<file path="src/rtl/cond_pkg.sv">
// Shared definitions for the conditional-execution unit: condition codes,
// flag bit positions inside {N,Z,C,V}, and the predication FSM states.
package cond_pkg;

    typedef enum logic [3:0] {
        COND_EQ = 4'b0000,
        COND_NE = 4'b0001,
        COND_CS = 4'b0010,
        COND_CC = 4'b0011,
        COND_MI = 4'b0100,
        COND_PL = 4'b0101,
        COND_VS = 4'b0110,
        COND_VC = 4'b0111,
        COND_HI = 4'b1000,
        COND_LS = 4'b1001,
        COND_GE = 4'b1010,
        COND_LT = 4'b1011,
        COND_GT = 4'b1100,
        COND_LE = 4'b1101,
        COND_AL = 4'b1110,
        COND_NV = 4'b1111
    } cond_e;

    localparam int FLAG_N = 3;
    localparam int FLAG_Z = 2;
    localparam int FLAG_C = 1;
    localparam int FLAG_V = 0;

    typedef enum logic {
        ST_IDLE      = 1'b0,
        ST_IT_ACTIVE = 1'b1
    } state_e;

endpackage

</file>
<file path="src/rtl/cond_eval.sv">
// Pure combinational condition-code evaluator against a {N,Z,C,V} flag word.
module cond_eval
    import cond_pkg::*;
(
    input  logic [3:0] cond_i,
    input  logic [3:0] flags_i,
    output logic       pass_o
);

    logic n, z, c, v;

    assign n = flags_i[FLAG_N];
    assign z = flags_i[FLAG_Z];
    assign c = flags_i[FLAG_C];
    assign v = flags_i[FLAG_V];

    always_comb begin
        pass_o = 1'b0;
        case (cond_e'(cond_i))
            COND_EQ: pass_o = z;
            COND_NE: pass_o = !z;
            COND_CS: pass_o = c;
            COND_CC: pass_o = !c;
            COND_MI: pass_o = n;
            COND_PL: pass_o = !n;
            COND_VS: pass_o = v;
            COND_VC: pass_o = !v;
            COND_HI: pass_o = c && !z;
            COND_LS: pass_o = !c || z;
            COND_GE: pass_o = (n == v);
            COND_LT: pass_o = (n != v);
            COND_GT: pass_o = !z && (n == v);
            COND_LE: pass_o = z || (n != v);
            COND_AL: pass_o = 1'b1;
            COND_NV: pass_o = 1'b0;
            default: pass_o = 1'b0;
        endcase
    end

endmodule

</file>
<file path="src/rtl/cond_exec_unit.sv">
// Predicated-execution unit: evaluates each instruction's condition against
// the architectural flags and sequences IT-style predicated blocks.
module cond_exec_unit
    import cond_pkg::*;
#(
    parameter int PIPE   = 0,
    parameter int IT_MAX = 4,
    parameter int LW     = $clog2(IT_MAX + 1)
) (
    input  logic              clk,
    input  logic              reset,
    input  logic              valid_i,
    input  logic [3:0]        cond_i,
    input  logic [1:0]        flag_w_i,
    input  logic [3:0]        alu_flags_i,
    input  logic              it_start_i,
    input  logic [3:0]        it_cond_i,
    input  logic [IT_MAX-1:0] it_mask_i,
    input  logic [LW-1:0]     it_len_i,
    output logic              cond_ex_o,
    output logic              valid_o,
    output logic [3:0]        flags_o,
    output logic              it_active_o,
    output logic              err_o
);

    localparam int SW = (IT_MAX > 1) ? $clog2(IT_MAX) : 1;

    state_e            state_q, state_d;
    logic [SW-1:0]     slot_q, slot_d;
    logic [LW-1:0]     len_q, len_d;
    logic [IT_MAX-1:0] mask_q, mask_d;
    logic [3:0]        itCond_q, itCond_d;
    logic [3:0]        flags_q, flags_d;
    logic              err_q, err_d;

    logic [3:0] effCond;
    logic       pass;
    logic       execNow;
    logic       lenOk;
    logic       accept;
    logic       slotLast;

    // Else slots invert the base condition; AL/NV bases have no inverse and never execute.
    always_comb begin
        effCond = cond_i;
        if (state_q == ST_IT_ACTIVE) begin
            if (slot_q == '0 || mask_q[slot_q]) begin
                effCond = itCond_q;
            end else if (itCond_q[3:1] == 3'b111) begin
                effCond = COND_NV;
            end else begin
                effCond = {itCond_q[3:1], ~itCond_q[0]};
            end
        end
    end

    cond_eval u_cond_eval (
        .cond_i  (effCond),
        .flags_i (flags_q),
        .pass_o  (pass)
    );

    assign execNow  = valid_i && pass;
    assign lenOk    = (it_len_i != '0) && (it_len_i <= LW'(IT_MAX));
    assign accept   = it_start_i && (state_q == ST_IDLE) && !valid_i && lenOk;
    assign slotLast = (LW'(slot_q) + LW'(1)) == len_q;

    always_comb begin
        state_d  = state_q;
        slot_d   = slot_q;
        len_d    = len_q;
        mask_d   = mask_q;
        itCond_d = itCond_q;
        flags_d  = flags_q;
        err_d    = it_start_i && !accept;

        if (execNow) begin
            if (flag_w_i[1]) begin
                flags_d[FLAG_N] = alu_flags_i[FLAG_N];
                flags_d[FLAG_Z] = alu_flags_i[FLAG_Z];
            end
            if (flag_w_i[0]) begin
                flags_d[FLAG_C] = alu_flags_i[FLAG_C];
                flags_d[FLAG_V] = alu_flags_i[FLAG_V];
            end
        end

        case (state_q)
            ST_IDLE: begin
                if (accept) begin
                    state_d  = ST_IT_ACTIVE;
                    slot_d   = '0;
                    len_d    = it_len_i;
                    mask_d   = it_mask_i;
                    itCond_d = it_cond_i;
                end
            end
            ST_IT_ACTIVE: begin
                if (valid_i) begin
                    if (slotLast) begin
                        state_d = ST_IDLE;
                        slot_d  = '0;
                    end else begin
                        slot_d = slot_q + SW'(1);
                    end
                end
            end
            default: state_d = ST_IDLE;
        endcase
    end

    always_ff @(posedge clk or negedge reset) begin
        if (!reset) begin
            state_q  <= ST_IDLE;
            slot_q   <= '0;
            len_q    <= '0;
            mask_q   <= '0;
            itCond_q <= '0;
            flags_q  <= '0;
            err_q    <= 1'b0;
        end else begin
            state_q  <= state_d;
            slot_q   <= slot_d;
            len_q    <= len_d;
            mask_q   <= mask_d;
            itCond_q <= itCond_d;
            flags_q  <= flags_d;
            err_q    <= err_d;
        end
    end

    // The registered variant captures the decision made against pre-update flags.
    generate
        if (PIPE != 0) begin : g_pipe
            logic condEx_q;
            logic valid_q;

            always_ff @(posedge clk or negedge reset) begin
                if (!reset) begin
                    condEx_q <= 1'b0;
                    valid_q  <= 1'b0;
                end else begin
                    condEx_q <= execNow;
                    valid_q  <= valid_i;
                end
            end

            assign cond_ex_o = condEx_q;
            assign valid_o   = valid_q;
        end else begin : g_comb
            assign cond_ex_o = execNow && reset;
            assign valid_o   = valid_i && reset;
        end
    endgenerate

    assign flags_o     = flags_q;
    assign it_active_o = (state_q == ST_IT_ACTIVE);
    assign err_o       = err_q;

endmodule

</file>
<file path="config.mk">
export PLATFORM = sky130hd
export DESIGN_NAME = cond_exec_unit
export DESIGN_NICKNAME = d
export VERILOG_FILES = /design/src/rtl/cond_pkg.sv /design/src/rtl/cond_eval.sv /design/src/rtl/cond_exec_unit.sv
export SDC_FILE = /design/constraint.sdc
export NUM_CORES = 1
export LEC_CHECK = 0
export ABC_AREA = 1
export BUFFER_PORTS_ARGS = -buffer_cell sky130_fd_sc_hd__clkbuf_2
export CAP_MARGIN = 20
export CORE_ASPECT_RATIO = 0.8
export CORE_MARGIN = 2
export CORE_UTILIZATION = 45
export DETAILED_ROUTE_END_ITERATION = 6
export HOLD_SLACK_MARGIN = 0.1
export PLACE_DENSITY = 0.78
export SLEW_MARGIN = 10
export SYNTH_ARGS = -nofsm -noshare
export SYNTH_HDL_FRONTEND = slang
export SYNTH_SLANG_ARGS = --single-unit
</file>
<file path="constraint.sdc">
create_clock -name clk -period 1.9 [get_ports clk]
set_input_delay 0.095 -clock clk [delete_from_list [all_inputs] [get_ports clk]]
set_output_delay 0.095 -clock clk [all_outputs]
set_load 0.01 [all_outputs]
</file>
After elaboration in Yosys (flattened, before gate mapping) --
Cells that the tools add are included.
Storage, ports and cells: word-level logic and storage cells 75, output and inout port bits 8, register bits after elaboration 19
Operators by class: equal/unequal tests 21, order comparisons 2, reductions and logical operators 26, add/sub/neg operators 2, mux-type cells 14, bitwise logic cells 2
Operator list (number):
- $eq 4x4->1 const B | 8
- $eq 4x3->1 const B | 4
- $pmux 1 s16 | 1
- $mux 4 | 3
- $logic_and 1x1->1 | 10
- $eq 4x2->1 const B | 2
- $reduce_and 2->1 | 4
- $logic_not 1->1 | 6
- $mux 2 | 3
- $eq 4x1->1 const B | 1
- $logic_not 4->1 | 1
- $mux 1 | 4
- $ne 2x2->1 const B | 2
- $pmux 2 s2 | 1
- $add 2x1->3 const B | 1
- $eq 3x3->1 | 1
- $eq 3x3->1 const B | 1
- $le 3x3->1 const B | 1
- $logic_or 1x1->1 | 3
- $lt 2x3->1 const B | 1
- $reduce_bool 3->1 | 1
- $add 2x1->2 const B | 1
- $bmux 1 s2 | 1
- $logic_not 2->1 | 1
- 4 further kinds | 5

Longest topological paths before layout --
Gate-level depths: netlist of the first run.
depth in word-level cells 9, mapped depth 14, depth with buffers taken out 14

Hierarchy --
Synthesis of the first run repeated with hierarchy kept, for this count alone.
Second synthesis, totals: cells, all modules 163, area, all modules 1251.2 µm²
Modules (own cells, without submodules):
- cond_exec_unit | cells an instance 118, seq. area each 475.5 µm², area an instance 1046.0 µm², times used 1
- cond_eval | cells an instance 45, seq. area each 0.0 µm², area an instance 205.2 µm², times used 1

Worst setup path after synthesis of the first run --
No wires, ideal clock.
path kind register to output, from register state_q (netlist: it_active_o), to output cond_ex_o, data required time 1.805 ns, cell stages (with the launch flop) 9, data arrival time 1.474 ns, buffers on the path 1, path slack 0.331 ns, cell sequence dfrtp_1 > buf_6 > o21a_4 > nor2_1 > nand2_1 > nand2_1 > nand4_2 > nand3_4 > and3_1
On the way: longest elaborated chain between the ends 5, elaborated cells between the ends (all ways) 20, classes of those cells eq/ne (15); mux (2); reduce/logical (3)
RTL lines:
- start: declaration | line cond_exec_unit.sv:29 | state_e state_q, state_d;
- start signal: assignment | line cond_exec_unit.sv:123 | state_q <= state_d;
- $mux 4 * | line cond_exec_unit.sv:47 | if (state_q == ST_IT_ACTIVE) begin
- $eq 4x4->1, or another cell as far along | line cond_eval.sv:19 | case (cond_e'(cond_i))
- $pmux 1 s16 * | line cond_eval.sv:19
- $logic_and 1x1->1 * | line cond_exec_unit.sv:64 | assign execNow = valid_i && pass;
- $logic_and 1x1->1 * | line cond_exec_unit.sv:152 | assign cond_ex_o = execNow && reset;
- end: declaration | line cond_exec_unit.sv:20 | output logic cond_ex_o,
Mark *: on every way between the ends. The rest lies on a longest branch, timed or not.

Worst setup path after layout of the first run --
Same ends and word-level chain as after synthesis.

==> results.yml, run 1 <==
run_status:
  outcome: "finished, violations left"
  violations: "negative setup slack"
global_routing:
  grt_pass1_vias: 1245
  overflow: 0
  grt_use_total_pct: 23.6
  grt_antenna_before_repair: 0
  grt_max_degree: 20
  grt_pass1_wl_mm: 5.34
layout:
  fin_cells: 250
  drive_gt1_share_pct: 41.1
  syn_to_final_growth_pct: 52.5
  final_util_pct: 73.2
  n_antenna_cell: 0
  nets: 242
  num-fill-cells: 167
detailed_routing:
  vias: 1296
  post-route-drc-count: 0
  dr.pass1.iters: 4
  first_iter_violations: 73
  drt_wl_total_mm: 3.41
  wl_per_cell_um: 13.7
  vias_per_cell: 5.18
  drtAntennaViolNets: 0
worst_setup_path:
  critPathArrivalTime_ns: 1.92
  worstSetupPathType: "reg -> out"
  cp-end-kind: "output port"
  worstPathRequired_ns: 1.80
  cp_max_fo: 4
  critPathLaunchType: "register"
clock_tree:
  cts-buffers-inserted: 3
  clk-insertion-delay-late_ns: 0.30
  cts_tree: "done"
  cts.sinks: 19
  cts.path.max_buffers: 2
  root_buffer: "clkbuf_4"
  clkTransAtPathRegs_ns: 0.10
  h-tree-depth: 1
power_and_ir_drop:
  vdd_ir_drop_max_mv: 0.871
  design_power_total_mw: 2.70
  p_per_area_nw_per_um2: 1500
  power.leakage_nw: 0.959
sta:
  finalWorstSetupSlack_ns: -0.118
  max_freq_ghz: 0.495
  slew_viol_final: 0
  finalCriticalPeriod_ns: 2.02
  finalHoldViolations: 0
  setup_tns_ns: -0.118
  setup_viol: 1
  slew_headroom_pct: 75.0
  period_share_pct: 106
  worstMarginPinSlew_ns: 0.371
  skew_ns: 0.00972
  rsz0062_at_grt: "yes"
floorplanning:
  die_y_um: 49.8
  start_util_pct: 48.0
  ios: 33
  die_w_um: 61.3
  design.core.area_sq_um: 2460
  rows: 16
  dieArea_sq_um: 3050
logic_synthesis:
  synthCells: 147
  synth_edf_count: 0
  avgSynthCellArea_sq_um: 8.03
  ys_seq_area_share_pct: 40.3
  async_flop_share_pct: 100
  synth_largest_area_cell: "dfrtp_1"
  synth.area.top_cells: "dfrtp_1 (40%), nand2_1 (12%), inv_1 (5.7%)"
  syn_nets: 174
  yosysWarningCount: 0
  yosysUniqueCellTypes: 23
  synth_ff_type: "dfrtp_1"
  synth.top_cell.area_share_pct: 40.3
  syn_area_sq_um: 1180
  ys_ff_latch: 19
placed_design:
  finalWeightedCongestion: 0.799
  io_buffers: 32
  dp.cells: 215
  hpwl_mm: 2.12
job:
  cap_viol_max_count: 0
hold_path:
  hold_class: "in -> reg"
[layout by cell type (no fill, tap or decap), types with 3 or more instances in the layout]
cell type	n
nand2_1	34
clkbuf_2	31
dlygate4sd3_1	19
dfrtp_1	18
inv_1	17
buf_4	12
nand3_1	9
o21ai_0	8
nand4_1	7
nand2_4	6
nand2_2	6
mux2_2	6
nor2_1	5
nand3_2	5
inv_2	3
clkbuf_4	3
[cells by family after synthesis]
family	synth area share (%)
xor+xnor	2.22
flops	40.3
compound gates	7.94
mux	5.72
buf+inv	7.94
simple gates	33.8
fa+ha+maj	2.12
[through the flow]
stage | instance area, sq um | setup slack [ns] | hold WS, ns
after global routing | 1800 | -0.181 | 0.218
after CTS | 1700 | -0.0761 | 0.129
after detailed placement | 1390 | -0.0245 | 0.131
after floorplan | 1180 | 0.331 | -0.201
after global placement | 1390 | 0.0889 | 0.119
final | 1800 | -0.118 | 0.205
[metal layers]
layer	GRT usage [%]	up-vias	share of wire, %
li1	-	616	-
met1	27.2	608	40
met2	41.1	58	51
met3	5.77	14	5.7
met4	9.06	0	3.3
met5	0	-	0
[repair_timing]
item / 4_1_cts / 5_1_grt
pin swaps: 8 / 13
hold endpoints to repair: 35 / 0
hold buffers: 19 / 0
setup buffers: 7 / 6
resized for setup: 9 / 19
endpoints found under the setup margin: 1 / 6
cloned: 0 / 0
[state kept, by name (all words and copies together) (netlist names)]
signal,cells
itCond_q,4
mask_q,4
it_active_o,1
flags_o,4
len_q,3
slot_q,2
err_o,1
[power breakdown]
part / internal, mW / switching (mW) / total [mW]
registers: 0.590 / 0.191 / 0.781
clock network: 0.0785 / 0.131 / 0.210
logic: 0.766 / 0.946 / 1.71
[critical path: stages (launching register included)]
cell and delay, ns:
dfrtp_2 0.46, buf_12 0.15, nand2_4 0.06, nand2_4 0.07
inv_4 0.09, nand3_1 0.14, nand3_2 0.11, o21ai_1 0.07
nand3_1 0.13, nand3_4 0.08, and3_4 0.16, buf_6 0.11
[Yosys cell counts, drive strengths merged, types with 2 or more instances]
library cell and count:
o21ai 13, a21oi 2, nand3 15, nor2 7, inv 21, nand4 9, ha 2, nand2 46
dfrtp 19, xnor2 2, mux2 6
[cell type report]
class                   count  area, sq um  area share [%]
clock buffers               3         22.5            1.25
clock inverters             1         5.00           0.278
inverters                  21         81.3            4.51
multi-input cells         105          693            38.5
flip-flops and latches     19          477            26.5
well taps                  36         45.0            2.50
repair buffers             65          478            26.5
[final timing paths]
path,start,end,slack [ns],depth (start not counted)
worst min register to register,mask_q[3],mask_q[3],0.53,1
worst max-delay path,it_active_o,cond_ex_o,-0.12,11
worst min-delay path,valid_i,it_active_o,0.20,4
max in group asynchronous,reset,it_active_o,1.34,3
min in group asynchronous,reset,slot_q[0],0.33,3
worst max register to register,it_active_o,mask_q[1],0.09,6
Power figures use the tool's default switching activity.
==> run 2: changes to the inputs <==
--- a/config.mk
+++ b/config.mk
@@ -14,6 +14,7 @@
 export DETAILED_ROUTE_END_ITERATION = 6
 export HOLD_SLACK_MARGIN = 0.1
 export PLACE_DENSITY = 0.78
+export SETUP_SLACK_MARGIN = 0.1
 export SLEW_MARGIN = 10
 export SYNTH_ARGS = -nofsm -noshare
 export SYNTH_HDL_FRONTEND = slang
==> results.yml, run 2 (synthesis gave the netlist of run 1 again) <==
worst_setup_path:
  crit_chain: "buf_6 > o21a_4 > nor2_2 > nand2_2 > nand2_1 > nand3_2 > nand2_2 > nand3_4 > and3_4 > buf_6"
  worstPathRequired_ns: 1.80
  path_delay_family: "simple AND/OR/NAND/NOR gates"
  path_buf_inv: 2
  slowest_stage: "dfrtp_2"
  worstSetupPathType: "reg -> out"
  crit_cells: 10
  cp-end-kind: "output port"
  cp_max_fo: 4
  reg2reg_depth: 11
  crit_path_max_incr_delay_ns: 0.46
  critPathLaunchType: "register"
  critPathArrivalTime_ns: 1.96
power_and_ir_drop:
  vdd_ir_drop_max_mv: 0.858
  power.internal_mw: 1.43
  power.leakage_nw: 0.953
  swShare_pct: 47.5
  power_frac_comb_pct: 63.2
  p_seq_share_pct: 28.9
  p_per_area_nw_per_um2: 1520
  p_switching_mw: 1.29
  clkPwrFrac_pct: 7.8
floorplanning:
  ios: 33
  rows: 16
  die_w_um: 61.3
  die_y_um: 49.8
  design.core.area_sq_um: 2460
  start_util_pct: 48.0
  dieArea_sq_um: 3050
placed_design:
  io_buffers: 32
  dp_slack_ns: -0.0245
  dp.cells: 215
  placed_cell_area_sq_um: 1390
  finalWeightedCongestion: 0.799
  hpwl_mm: 2.12
layout:
  syn_to_final_growth_pct: 52.0
  final_common_cell: "nand2_1"
  fin_cells: 249
  n_antenna_cell: 0
  design_area_sq_um: 1800
  final_util_pct: 72.9
  mostFrequentLayoutCells: "nand2_1 (34), clkbuf_2 (31), dlygate4sd3_1 (19)"
  drive_gt1_share_pct: 40.8
  nets: 241
global_routing:
  overflow: 0
  grt_pass1_wl_mm: 5.43
  grt_antenna_before_repair: 0
  grt_pass1_vias: 1262
  grt_use_total_pct: 23.9
  grt_max_degree: 20
hold_path:
  whs_path_depth: 4
  hold_class: "in -> reg"
clock_tree:
  clkTransAtPathRegs_ns: 0.10
  h-tree-depth: 1
  clk-insertion-delay-late_ns: 0.31
  cts.sinks: 19
  cts.path.max_buffers: 2
  cts_tree: "done"
  cts-buffers-inserted: 3
  root_buffer: "clkbuf_4"
sta:
  skew_ns: 0.0178
  worstMarginPinSlew_ns: 0.403
  slew_headroom_pct: 72.8
  finalWorstSetupSlack_ns: -0.153
  setup_viol: 1
  max_freq_ghz: 0.487
  period_share_pct: 108
  slew_viol_final: 0
  rsz0062_at_grt: "yes"
  finalHoldViolations: 0
  finalCriticalPeriod_ns: 2.05
  whs_ns: 0.186
detailed_routing:
  dr.pass1.iters: 4
  first_iter_violations: 45
  post-route-drc-count: 0
  vias_per_cell: 5.03
  drtAntennaViolNets: 0
  drt_wl_total_mm: 3.61
  vias: 1252
  wl_per_cell_um: 14.5
run_status:
  outcome: "finished, violations left"
  violations: "negative setup slack"
job:
  cap_viol_max_count: 0
==> run 2: changes by cell type in the layout (fill, tap and decap cells not counted) <==
cell     delta
nand3_1     +1
buf_6       +1
nor2_1      -1
nand3_2     -1
buf_4       -2
nor2_2      +1
==> run 2: layout make-up <==
cell class,instances,area (sq um)
sequential,19,477
timing repair buffer,64,474
multi-input combinational,105,691
clock inverter,1,5.00
inverter,21,81.3
fill,177,667
clock buffer,3,22.5
tap,36,45.0
==> run 2: through the flow <==
stage / setup TNS, ns / power (mW)
after floorplan: 0 / 1.69
after global placement: 0 / 1.92
after detailed placement: -0.0245 / 1.98
after CTS: -0.0761 / 2.45
after global routing: -0.391 / 2.90
final: -0.153 / 2.72
==> run 2: metal layers <==
layer	GRT usage, %	routed length [um]
met5	0	0
met4	8.70	42
met3	6.30	144
met2	41.1	1930
met1	27.9	1490
==> run 2: power by group through the flow <==
| stage | combinational (mW) | sequential (mW) | clock [mW] |
|---|---|---|---|
| floorplan | 0.953 | 0.741 | 0 |
| global placement | 1.14 | 0.780 | 0 |
| detailed placement | 1.18 | 0.797 | 0 |
| CTS | 1.47 | 0.756 | 0.217 |
| global route | 1.87 | 0.803 | 0.230 |
| finish | 1.72 | 0.787 | 0.213 |
==> run 2: final timing paths <==
check	startpoint	to	slack, ns
worst max-delay path	it_active_o	cond_ex_o	-0.15
worst min-delay path	valid_i	it_active_o	0.19
worst max register to register	it_active_o	flags_o[1]	0.06
worst min register to register	len_q[0]	len_q[0]	0.54
max in group asynchronous	reset	it_active_o	1.33
min in group asynchronous	reset	mask_q[2]	0.33
==> run 2: worst register-to-register path: cells and delay by family (launching register included) <==
| kind | cells | cell delay, ns |
|---|---|---|
| AOI/OAI and AO/OA | 1 | 0.25 |
| and+or+nand+nor | 8 | 0.74 |
| DFF | 1 | 0.46 |
| buffers and inverters | 2 | 0.29 |
==> run 2: what timing repair did <==
action                                 CTS  global route
hold buffers                            19             0
endpoints found under the hold margin   35             0
buffers inserted                         7             5
pin swaps                                9            13
setup endpoints to repair                5            12
gates resized for setup                 10            19
==> run 3: changes to the inputs <==
--- a/config.mk
+++ b/config.mk
@@ -13,7 +13,7 @@
 export CORE_UTILIZATION = 45
 export DETAILED_ROUTE_END_ITERATION = 6
 export HOLD_SLACK_MARGIN = 0.1
-export PLACE_DENSITY = 0.78
+export PLACE_DENSITY_LB_ADDON = 0.15
 export SETUP_SLACK_MARGIN = 0.1
 export SLEW_MARGIN = 10
 export SYNTH_ARGS = -nofsm -noshare
==> results.yml, run 3 (synthesis gave the netlist of run 1 again) <==
run_status:
  outcome: "finished, violations left"
  violations: "negative setup slack"
sta:
  skew_ns: 0.00263
  worstMarginPinSlew_ns: 0.320
  rsz0062_at_grt: "yes"
  setup_tns_ns: -0.100
  setup_viol: 1
  period_share_pct: 105
  finalHoldViolations: 0
  max_freq_ghz: 0.500
  finalCriticalPeriod_ns: 2.00
  finalWorstSetupSlack_ns: -0.100
  slew_headroom_pct: 78.5
  slew_viol_final: 0
layout:
  syn_to_final_growth_pct: 53.6
  fin_cells: 251
  n_antenna_cell: 0
  num-fill-cells: 187
  nets: 243
  final_common_cell: "nand2_1"
  drive_gt1_share_pct: 37.7
  mostFrequentLayoutCells: "nand2_1 (38), clkbuf_2 (31), dlygate4sd3_1 (19)"
  design_area_sq_um: 1810
global_routing:
  grt_use_total_pct: 22.1
  overflow: 0
  grt_pass1_vias: 1217
  grt_max_degree: 16
  grt_antenna_before_repair: 0
  grt_pass1_wl_mm: 5.10
worst_setup_path:
  crit_top_cell: "nand2_1"
  startpoint: "slot_q[0]"
  slowest_stage: "dfrtp_1"
  crit_path_max_incr_delay_ns: 0.44
  r2r_setup_slack_ns: 0.06
  cp-endpoint: "cond_ex_o"
  cp_max_fo: 6
  critPathLaunchType: "register"
  reg2reg_to: "flags_o[3]"
  critPathArrivalTime_ns: 1.91
  worstSetupPathType: "reg -> out"
  crit_chain: "inv_2 > ha_1 > inv_1 > nand2_1 > nand2_1 > nand3_2 > nand4_1 > nand2_1 > inv_2 > and3_4 > buf_6"
  cp-end-kind: "output port"
  reg2reg_depth: 14
  worstPathRequired_ns: 1.80
  worstReg2RegStart: "it_active_o"
job:
  cap_viol_max_count: 0
clock_tree:
  clk-insertion-delay-late_ns: 0.30
  clkTransAtPathRegs_ns: 0.11
  cts-buffers-inserted: 3
  h-tree-depth: 1
  root_buffer: "clkbuf_4"
  cts_tree: "done"
  cts.path.max_buffers: 2
  cts.sinks: 19
floorplanning:
  start_util_pct: 48.0
  die_w_um: 61.3
  ios: 33
  dieArea_sq_um: 3050
  design.core.area_sq_um: 2460
  die_y_um: 49.8
  rows: 16
placed_design:
  placed_cell_area_sq_um: 1390
  dp.cells: 215
  hpwl_mm: 2.03
  finalWeightedCongestion: 0.791
  io_buffers: 32
detailed_routing:
  drtAntennaViolNets: 0
  vias_per_cell: 4.89
  dr.pass1.iters: 4
  vias: 1228
  wl_per_cell_um: 13.1
  post-route-drc-count: 0
  drt_wl_total_mm: 3.28
  first_iter_violations: 71
power_and_ir_drop:
  power_frac_comb_pct: 63.1
  clkPwrFrac_pct: 7.8
  power.leakage_nw: 0.977
  swShare_pct: 44.5
  vdd_ir_drop_max_mv: 0.765
  p_switching_mw: 1.19
  p_per_area_nw_per_um2: 1480
  power.internal_mw: 1.49
  p_seq_share_pct: 29.0
hold_path:
  hold_class: "in -> async"
==> run 3: how the worst min path moves through the flow <==
stage / from / endpoint
2_1_floorplan: reset / err_o
3_3_place_gp: reset / flags_o[3]
3_5_place_dp: reset / flags_o[2]
4_1_cts: reset / flags_o[2]
5_1_grt: reset / flags_o[3]
6_report: reset / flags_o[3]
==> run 3: power by group through the flow <==
| stage | clock, mW | combinational, mW | sequential (mW) |
|---|---|---|---|
| after floorplan | 0 | 0.953 | 0.741 |
| after global placement | 0 | 1.16 | 0.777 |
| after detailed placement | 0 | 1.18 | 0.795 |
| after CTS | 0.218 | 1.44 | 0.764 |
| after global routing | 0.239 | 1.88 | 0.808 |
| final | 0.210 | 1.69 | 0.778 |
==> run 3: final cells by class <==
class | instances | area, sq um | area share (%)
inverters | 21 | 78.8 | 4.34
repair buffers | 66 | 510 | 28.1
multi-input cells | 105 | 677 | 37.3
clock buffers | 4 | 26.3 | 1.45
well taps | 36 | 45.0 | 2.48
flip-flops and latches | 19 | 477 | 26.3
==> run 3: metal layers <==
metal | track usage, % | vias to the layer above | part of all wire (%)
met3 | 5.25 | 2 | 3.9
met1 | 28.6 | 576 | 47
met5 | 0 | - | 0
li1 | - | 619 | -
met2 | 38.1 | 31 | 49
met4 | 2.17 | 0 | 0.46
==> run 3: timing repair <==
action	CTS	global route
setup buffers	8	4
endpoints found under the setup margin	5	13
hold endpoints to repair	35	0
resized for setup	9	20
gates cloned	0	1
pin swaps	6	4
hold buffers	19	0
==> run 3: critical path, delay by kind of cell (launching register included) <==
family        cells  cell delay (ns)
simple gates      6             0.59
fa+ha+maj         1             0.20
flops             1             0.44
buf+inv           4             0.37
==> run 3: per-stage QoR <==
step / util [%] / power (mW) / hold WS (ns) / worst slack, ns
final: 73.7 / 2.68 / 0.176 / -0.100
after global routing: 73.7 / 2.93 / 0.156 / -0.261
after CTS: 68.4 / 2.43 / 0.147 / -0.120
after detailed placement: 56.3 / 1.97 / -0.0645 / -0.0711
after global placement: 56.3 / 1.93 / -0.0653 / 0.0621
after floorplan: - / 1.69 / -0.201 / 0.331
